[src/rtl/inertial_integrator_gen.sv]
// inertial_integrator_gen
//   Fuses a raw pitch-rate gyro sample and a raw Z-accelerometer sample into a
//   pitch angle. The gyro rate (offset-compensated) is integrated, and the
//   integrator is nudged by a fixed step toward the accelerometer-derived angle
//   on every accepted sample. A FAST phase uses a large nudge so the estimate
//   converges quickly. After FAST_CNT samples the design moves to RUN, which
//   uses a small nudge.
//
//   Optional feature (macro INERTIAL_INTEGRATOR_GEN_CAL_EN):
//     defined   -> a CAL phase averages 2^CAL_LOG2 rate samples to learn the gyro
//                  offset, then seeds the integrator from the accelerometer.
//     undefined -> no CAL logic. The fixed PTCH_RT_OFFSET is used, the design
//                  starts in FAST with the integrator at 0, and cal_done is
//                  tied high.
//
// Ports
//   clk      in   rising-edge clock
//   rst      in   asynchronous active-high reset
//   vld      in   one-cycle strobe, ptch_rt/AZ valid this cycle
//   ptch_rt  in   W-bit signed raw pitch rate
//   AZ       in   W-bit signed raw Z acceleration
//   ptch     out  W-bit signed fused pitch, integrator[INT_W-1:SHIFT]
//   ptch_vld out  pulses the cycle after each accepted sample outside CAL
//   cal_done out  high once calibration has completed
module inertial_integrator_gen #(
  parameter int            W              = 16,
  parameter int            INT_W          = 27,
  parameter int            SHIFT          = 11,
  parameter logic [W-1:0]  PTCH_RT_OFFSET = 16'h03C2,
  parameter logic [W-1:0]  AZ_OFFSET      = 16'hFE80,
  parameter int            FUDGE          = 327,
  parameter int            ACC_SHIFT      = 13,
  parameter int            FUSE_LOG2      = 10,
  parameter int            FAST_LOG2      = 13,
  parameter int            FAST_CNT       = 256,
  parameter int            CAL_LOG2       = 4
) (
  input  logic         clk,
  input  logic         rst,
  input  logic         vld,
  input  logic [W-1:0] ptch_rt,
  input  logic [W-1:0] AZ,
  output logic [W-1:0] ptch,
  output logic         ptch_vld,
  output logic         cal_done
);

  localparam int PW  = W + 12;
  localparam int FCW = $clog2(FAST_CNT + 1);
  localparam logic signed [11:0]      FUDGE_S   = 12'(FUDGE);
  localparam logic signed [INT_W-1:0] STEP_FAST = INT_W'(2 ** FAST_LOG2);
  localparam logic signed [INT_W-1:0] STEP_RUN  = INT_W'(2 ** FUSE_LOG2);

  typedef enum logic [1:0] {S_CAL, S_FAST, S_RUN} state_t;

  // Accelerometer-to-angle conversion: (az_comp * FUDGE) >>> ACC_SHIFT.
  // The low W bits are kept.
  function automatic logic signed [W-1:0] accel_to_angle(input logic signed [W-1:0] a);
    logic signed [PW-1:0] p;
    p = PW'(a) * PW'(FUDGE_S);
    p = p >>> ACC_SHIFT;
    return p[W-1:0];
  endfunction

  state_t                    state_q, state_d;
  logic signed [INT_W-1:0]   integ_q, integ_d;
  logic [FCW-1:0]            fast_cnt_q, fast_cnt_d;
  logic                      ptch_vld_q, ptch_vld_d;

  logic signed [W-1:0]       ptch_cur;
  logic signed [W-1:0]       ptch_acc;
  logic [W-1:0]              rt_offset;
  logic signed [W-1:0]       rt_comp;
  logic signed [INT_W-1:0]   step_mag;
  logic signed [INT_W-1:0]   step;
  logic signed [INT_W-1:0]   fused;

`ifdef INERTIAL_INTEGRATOR_GEN_CAL_EN
  localparam int CW = W + CAL_LOG2;
  logic [CAL_LOG2-1:0]       cal_cnt_q, cal_cnt_d;
  logic signed [CW-1:0]      sum_q, sum_d;
  logic signed [CW-1:0]      sum_next;
  logic [W-1:0]              offset_q, offset_d;
  logic                      cal_done_q, cal_done_d;

  assign rt_offset = offset_q;
  assign sum_next  = sum_q + CW'($signed(ptch_rt));
`else
  assign rt_offset = PTCH_RT_OFFSET;
`endif

  assign ptch_cur = integ_q[INT_W-1:SHIFT];
  assign ptch_acc = accel_to_angle($signed(AZ - AZ_OFFSET));
  assign rt_comp  = $signed(ptch_rt - rt_offset);
  assign step_mag = (state_q == S_FAST) ? STEP_FAST : STEP_RUN;
  // A tie between the two angle estimates takes the negative step.
  assign step     = (ptch_acc > ptch_cur) ? step_mag : -step_mag;
  // The integrator wraps as two's complement. There is deliberately no saturation.
  assign fused    = integ_q - INT_W'(rt_comp) + step;

  always_comb begin
    state_d    = state_q;
    integ_d    = integ_q;
    fast_cnt_d = fast_cnt_q;
    ptch_vld_d = 1'b0;
`ifdef INERTIAL_INTEGRATOR_GEN_CAL_EN
    cal_cnt_d  = cal_cnt_q;
    sum_d      = sum_q;
    offset_d   = offset_q;
    cal_done_d = cal_done_q;
`endif
    if (vld) begin
      case (state_q)
        S_CAL: begin
`ifdef INERTIAL_INTEGRATOR_GEN_CAL_EN
          sum_d     = sum_next;
          cal_cnt_d = cal_cnt_q + 1'b1;
          if (&cal_cnt_q) begin
            // The average includes the closing sample. The integrator is
            // seeded so that ptch matches the accelerometer angle.
            offset_d   = sum_next[CW-1:CAL_LOG2];
            integ_d    = $signed({ptch_acc, {SHIFT{1'b0}}});
            sum_d      = '0;
            cal_done_d = 1'b1;
            state_d    = S_FAST;
          end
`else
          state_d = S_FAST;
`endif
        end
        S_FAST: begin
          integ_d    = fused;
          ptch_vld_d = 1'b1;
          if (fast_cnt_q == FCW'(FAST_CNT - 1)) begin
            fast_cnt_d = '0;
            state_d    = S_RUN;
          end else begin
            fast_cnt_d = fast_cnt_q + 1'b1;
          end
        end
        S_RUN: begin
          integ_d    = fused;
          ptch_vld_d = 1'b1;
        end
        default: state_d = S_FAST;
      endcase
    end
  end

  always_ff @(posedge clk or posedge rst) begin
    if (rst) begin
`ifdef INERTIAL_INTEGRATOR_GEN_CAL_EN
      state_q    <= S_CAL;
      cal_cnt_q  <= '0;
      sum_q      <= '0;
      offset_q   <= '0;
      cal_done_q <= 1'b0;
`else
      state_q    <= S_FAST;
`endif
      integ_q    <= '0;
      fast_cnt_q <= '0;
      ptch_vld_q <= 1'b0;
    end else begin
`ifdef INERTIAL_INTEGRATOR_GEN_CAL_EN
      cal_cnt_q  <= cal_cnt_d;
      sum_q      <= sum_d;
      offset_q   <= offset_d;
      cal_done_q <= cal_done_d;
`endif
      state_q    <= state_d;
      integ_q    <= integ_d;
      fast_cnt_q <= fast_cnt_d;
      ptch_vld_q <= ptch_vld_d;
    end
  end

  assign ptch     = ptch_cur;
  assign ptch_vld = ptch_vld_q;
`ifdef INERTIAL_INTEGRATOR_GEN_CAL_EN
  assign cal_done = cal_done_q;
`else
  assign cal_done = 1'b1;
`endif

endmodule

[config.mk]
export PLATFORM = sky130hd
export DESIGN_NAME = inertial_integrator_gen
export DESIGN_NICKNAME = d
export VERILOG_FILES = /design/src/rtl/inertial_integrator_gen.sv
export SDC_FILE = /design/constraint.sdc
export NUM_CORES = 1
export LEC_CHECK = 0
export CORE_MARGIN = 1.5
export CORE_UTILIZATION = 49
export CTS_BUF_LIST = sky130_fd_sc_hd__clkbuf_2
export CTS_CLUSTER_SIZE = 8
export DETAILED_ROUTE_END_ITERATION = 10
export MAX_ROUTING_LAYER = met4
export PLACE_DENSITY = 0.76
export SLEW_MARGIN = 40
export SYNTH_ARGS = -nofsm -noshare
export SYNTH_HDL_FRONTEND = slang
export SYNTH_SLANG_ARGS = --single-unit
[constraint.sdc]
create_clock -name clk -period 13.7 [get_ports clk]
set_input_delay 2.74 -clock clk [delete_from_list [all_inputs] [get_ports clk]]
set_output_delay 2.74 -clock clk [all_outputs]
set_load 0.005 [all_outputs]
; Word-level counts from Yosys, hierarchy flattened
; Cells that the tools add are included.
[word_totals]
register_bits = 39
inputBits = 35
word_cells = 28
[classes]
addsub = 6
multipliers = 1
n_lt_le_gt_ge = 1
n_eq_ne = 4
muxes = 7
bitwise = 1
reduce_logical = 4
[op_table]
columns = operator, n
row1 = $add 27x27->27, 1
row2 = $mux 27, 1
row3 = $neg 14->27, 1
row4 = $sub 27x16->27, 1
row5 = $mul 16x10->26 const B, 1
row6 = $gt 13x16->1, 1
row7 = $sub 16x10->16 const B, 1
row8 = $sub 16x16->16 const B, 1
row9 = $mux 14, 1
row10 = $add 9x1->9 const B, 1
row11 = $eq 9x8->1 const B, 1
row12 = $mux 9, 1
row13 = $pmux 2 s2, 1
row14 = $reduce_and 2->1, 2
row15 = $reduce_and 3->1, 1
row16 = $eq 2x1->1 const B, 1
row17 = $eq 2x2->1 const B, 1
row18 = $mux 1, 2
row19 = $mux 2, 1
row20 = $ne 2x1->1 const B, 1
row21 = $reduce_or 2->1, 1
row22 = $not 1->1, 1

; Depth between registers and ports, before layout
; Gate-level depths: netlist (run 1).
[logic_depth]
depth_word = 5
depth_mapped = 44
mapped_depth_nobuf = 44

; Least setup slack after synthesis (run 1)
; OpenSTA, ideal clock, no wires.
[synth_timing]
path_type = input to register
start = input AZ[7]
end = register integ_q[25]
t_arrival_ps = 12535
required_time_ps = 13580
path_slack_ps = 1045
cell_stages = 41
path_buffers = 0
path_cell_list = inv_1 > ha_1 > nor3b_2 > xor2_1 > ha_1 > ha_1 > fa_1 > fa_1 > inv_1 > fa_1 > inv_1 > ha_1 > a21o_1 > a2111oi_0 > a21oi_1 > a41o_1 > o21ai_0 > a21oi_1 > [5 not listed] > o21a_1 > o31ai_1 > and4_1 > nor2_1 > inv_1 > nor2_1 > fa_1 > ha_1 > and4_4 > and2_1 > a221oi_2 > o21ai_2 > a31oi_4 > o21ai_2 > a2111oi_2 > o21bai_1 > or2_0 > a31o_1
[synth_between]
elab_chain_len = 5
[synth_rtl]
columns = element, line_no
row1 = from (decl), 42  ; input logic [W-1:0] AZ,
row2 = $sub 16x16->16, 93  ; assign ptch_acc = accel_to_angle($signed(AZ - AZ_OFFSET));
row3 = $mul 16x10->26, 60  ; p = PW'(a) * PW'(FUDGE_S);
row4 = $gt 13x16->1, 97  ; assign step = (ptch_acc > ptch_cur) ? step_mag : -step_mag;
row5 = $mux 27, 97
row6 = $add 27x27->27, 99  ; assign fused = integ_q - INT_W'(rt_comp) + step;
row7 = to (signal assigned), 172  ; integ_q <= integ_d;
row8 = to (decl), 66  ; logic signed [INT_W-1:0] integ_q, integ_d;
; No other way between the ends.
; A chain may end at the register's enable or synchronous reset.

; Final worst setup path (run 1)
[layout_timing]
start = input AZ[7]
end = register integ_q[26]
; Same word-level chain as after synthesis.

==> results of run 1 <==
cell families (layout without fill, tap and decap cells):
kind of cell | count (synthesis) | count (layout) | synth area share
xor+xnor | 61 | 61 | 0.0823
fa+ha+maj | 191 | 191 | 0.421
buf+inv | 136 | 178 | 0.0855
other cells | 1 | 1 | 0.000558
simple gates | 178 | 178 | 0.131
compound gates | 134 | 134 | 0.132
mux | 1 | 1 | 0.00168
flops | 39 | 39 | 0.145
Yosys cell counts (2+ instances only):
cell type and count:
nor4_1 2, o21ai_1 2, o21ai_0 41, o31ai_1 5
a21o_1 19, or2_2 2, nor2b_1 6, o21bai_1 2
or3_1 4, nor3_1 9, nor3b_2 2, o31ai_2 2
inv_1 112, xnor2_1 35, nand2b_1 9, dfrtp_1 38
o21a_1 6, and4_1 7, nand3_1 15, and3_1 4
a21oi_1 31, nand2_1 61, and2_1 7, buf_4 17
ha_1 133, nand4_1 7, a211oi_1 2, nor2_1 37
o21ai_2 2, fa_1 58, clkbuf_1 6, xor2_1 25
a311oi_1 2
area by class of cell:
| cell class | instances | area (um^2) | share of cell area |
|---|---|---|---|
| Clock buffer | 8 | 40.0 | 0.00541 |
| Inverter | 113 | 424 | 0.0573 |
| Multi-Input combinational cell | 566 | 5180 | 0.700 |
| Sequential cell | 39 | 977 | 0.132 |
| Tap cell | 176 | 220 | 0.0298 |
| Timing Repair Buffer | 57 | 556 | 0.0751 |
stage by stage:
stage,utilization,instance area [um^2],instances,worst slack (ns),hold WS [ns]
2_1_floorplan,-,6720,741,1.05,0.442
3_3_place_gp,0.553,7350,951,0.782,0.463
3_5_place_dp,0.554,7360,951,0.428,0.466
4_1_cts,0.557,7400,959,0.850,0.495
5_1_grt,0.557,7400,959,0.0508,0.519
6_report,0.557,7400,959,0.794,0.493
critical path, delay by kind of cell:
| kind | cells | cell delay (ns) |
|---|---|---|
| simple gates | 9 | 1.79 |
| xor+xnor | 3 | 0.97 |
| compound gates | 15 | 2.86 |
| fa+ha+maj | 10 | 3.92 |
| buf+inv | 5 | 0.97 |
layer usage:
metal  GRT usage  wire length, um  vias up
li1            -                -     2571
met1       0.279             6350     2318
met2       0.300             5600       55
met3      0.0261              385        7
met4      0.0260               66        0
met5           -                0        -
flip-flops by register name (all words and copies together), names as in the netlist:
register / cells
fast_cnt_q: 9
integ_q: 27
state_q: 2
ptch_vld: 1
path summary, 6_finish.rpt:
kind,start,to,slack (ns),cells after the start
min in group asynchronous,rst,integ_q[5],2.74,3
max reg2reg,integ_q[20],integ_q[26],8.47,21
min reg2reg,fast_cnt_q[4],fast_cnt_q[4],0.49,1
max in group asynchronous,rst,state_q[0],10.58,3
min,fast_cnt_q[4],fast_cnt_q[4],0.49,1
max,AZ[7],integ_q[26],0.79,42
==> impl_metrics.toml, run 1 <==
[yosys]
syn_area_mm2 = 0.00672
syn-num-nets = 967
avgSynthCellArea_um2 = 9.06
synthArstFlopShare = 1.00
yosys_warnings = 0
synth_top_area_share = 0.248
yosysUniqueCellTypes = 64
ys_ff_latch = 39
synth_cells = 741
synth_top_area_cell = "ha_1"
synth-seq-area-share = 0.145
synth-edff-count = 0
synthTopCellsByArea = "ha_1, fa_1, dfrtp_1"
ys.flop_type = "dfrtp_1"

[setup_path]
worst-path-max-fanout = 6
arrival_ns = 13.24
end_kind = "register"
critPathKind = "input port to register"
cp_slowest_cell = "clkdlybuf4s50_1"
required_ns = 14.04
start_kind = "input port"
slowest_delay_ns = 0.59
path_common_cell = "ha_1"

[clock_network]
cts_hold_buf = 0
clockBufferDepth = 2
ctsResizeCount = 0
clock-sinks = 39
cts_tree = "done"
numCtsBuffers = 5
clk_pin_slew_ns = 0.19
insertion_delay_ns = 0.41
cts_setup_buffers = 0
cts_root_buf = "clkbuf_2"
h-tree-depth = 2

[grt]
grt_pass1_wl_um = 22200
antenna_found_initial = 0
overflow = 0
grt_max_degree = 47
grt_use_total = 0.194
first_global_vias = 4928

[detailed_routing]
ant_nets = 0
initialDrtViolationCount = 160
drc_errors = 0
first_pass_iters = 4
viasPerCell = 5.16
via_count = 4951
wirelength_um = 12400
wl_per_cell_um = 12.9

[timing]
fin_crit_ns = 12.91
worst_pin_slew_ns = 0.790
rsz0062_at_grt = "false"
setup_viol = 0
timing.fmax_mhz = 77.5
finalCritPeriodShare = 0.942
relSlewSlack = 0.468
hold_viol_final = 0
final_max_slew_viol_count = 0
setup_tns_ns = 0
clock_skew_ns = 0.0233

[finish]
num_antenna_cells = 0
n_fill_cell = 1191
finalNetCount = 1008
final_cell_mix = "ha_1, inv_1, nand2_1"
drive_gt1_frac = 0.0473
area_growth_syn_to_layout_pct = 10.2
final_common_cell = "ha_1"

[placed_design]
gp_congestion = 0.862
port_buffers = 51
dpl.hpwl_um = 10600

[die]
core-area_mm2 = 0.0133
rows = 42
start_util = 0.505
io_pins = 53
die_area_mm2 = 0.0144
die_w_um = 120
fp.dieH_um = 120

[hold_path]
worst_hold_path_type = "register to register"

[outcome]
outcome = "complete, no violations"

[job]
cap_violations = 0
Power of run 1 is not shown: default switching activity piles up to over one toggle a cycle in this logic, so the estimate is an artifact.
==> inputs of run 2 (changes only) <==
Settings changed: REMOVE_ABC_BUFFERS from default to 1.
==> run 2 against run 1 <==
  * Register-to-register slack better by 0.06 ns
  * Via count is 0.79% higher
  * Clock skew is 0.0046 ns higher
  * First-iteration DRC count is 29% higher
  * Hold slack worse by 0.0082 ns
  * Non-clock buffer count stayed put
  * Critical endpoint unchanged
==> impl_metrics.toml, run 2 (synthesized netlist as in run 1, its figures left out) <==
[timing]
finalCritPeriodShare = 0.931
rsz0062_at_grt = "false"
timing.fmax_mhz = 78.4
fin_crit_ns = 12.76
clock_skew_ns = 0.0279
setup_viol = 0
hold_viol_final = 0
setup_tns_ns = 0
relSlewSlack = 0.578
final_max_slew_viol_count = 0
worst_pin_slew_ns = 0.634

[setup_path]
path_common_cell = "ha_1"
endpoint = "integ_q[26]"
worst-path-max-fanout = 6
r2r_start = "integ_q[20]"
r2r_cells = 21
critPathKind = "input port to register"
startpoint = "AZ[7]"
reg2reg_to = "integ_q[26]"
required_ns = 14.07
end_kind = "register"
slowest_delay_ns = 0.58
arrival_ns = 13.13
start_kind = "input port"
cp_slowest_cell = "clkdlybuf4s50_1"
r2r_slack_ns = 8.53

[clock_network]
cts_root_buf = "clkbuf_2"
h-tree-depth = 2
ctsResizeCount = 0
numCtsBuffers = 5
insertion_delay_ns = 0.43
cts_tree = "done"
cts_setup_buffers = 0
clock-sinks = 39
clockBufferDepth = 2
clk_pin_slew_ns = 0.22
cts_hold_buf = 0

[grt]
first_global_vias = 4930
antenna_found_initial = 0
grt_use_met3 = 0.0238
grt_pass1_wl_um = 22400
grt_max_degree = 47
grtUsageMet2 = 0.310
grt_use_total = 0.195
use_met1 = 0.275
busiest_layer = "met2"
overflow = 0

[placed_design]
gp_congestion = 0.840
port_buffers = 51
dpl.hpwl_um = 10700
dpl_cell_area_mm2 = 0.00736

[finish]
final_common_cell = "ha_1"
num_antenna_cells = 0
largest_register_ffs = 27
drive_gt1_frac = 0.0460
largestRegisters = "integ_q x27, fast_cnt_q x9, state_q x2"
regMostFlops = "integ_q"
area_growth_syn_to_layout_pct = 10.3
final_cell_mix = "ha_1, inv_1, nand2_1"
final_area_mm2 = 0.00741
finalNetCount = 1008

[detailed_routing]
wirelength_um = 12700
via_count = 4990
ant_nets = 0
viasPerCell = 5.20
wl_per_cell_um = 13.3
initialDrtViolationCount = 206
drc_errors = 0
first_pass_iters = 4

[die]
io_pins = 53
start_util = 0.505
die_area_mm2 = 0.0144
fp.dieH_um = 120
rows = 42
die_w_um = 120
core-area_mm2 = 0.0133

[hold_path]
worst_hold_path_type = "register to register"

[job]
cap_violations = 0

[outcome]
outcome = "complete, no violations"
## run 2: worst min-delay path by stage
stage,startpoint,cells past startpoint,endpoint,slack [ns]
after global routing,fast_cnt_q[4],1,fast_cnt_q[4],0.51
after floorplan,fast_cnt_q[4],1,fast_cnt_q[4],0.44
after CTS,fast_cnt_q[4],1,fast_cnt_q[4],0.49
after global placement,integ_q[0],2,integ_q[0],0.46
after detailed placement,fast_cnt_q[4],1,fast_cnt_q[4],0.46
final,fast_cnt_q[4],1,fast_cnt_q[4],0.49
## run 2: layer usage
metal | share of wire | wire, um
met5 | 0 | 0
met4 | 0.0078 | 99
met3 | 0.033 | 416
met2 | 0.46 | 5890
met1 | 0.50 | 6310
## run 2: stage by stage
stage                     hold slack (ns)   util  setup slack (ns)  std cells
after CTS                           0.490  0.557             0.962        959
after floorplan                     0.442      -              1.05        718
final                               0.485  0.557             0.943        959
after global placement              0.462  0.553             0.767        951
after detailed placement            0.462  0.554             0.501        951
after global routing                0.514  0.557            0.0517        959
## run 2: cell type report
cell class	count	area (um^2)
fill	1214	5890
multi-input combinational	566	5190
sequential	39	977
timing repair buffer	57	556
inverter	113	424
tap	176	220
clock inverter	3	15.0
clock buffer	5	25.0
## run 2: critical path, delay by kind of cell
| kind | cells | cell delay, ns |
|---|---|---|
| XOR/XNOR | 3 | 0.84 |
| AND/OR/NAND/NOR | 10 | 2.02 |
| buffers and inverters | 5 | 0.95 |
| AO/OA/AOI/OAI | 14 | 2.64 |
| adder cells (fa/ha/maj) | 10 | 3.91 |
Power of run 2 is left out for the same reason.
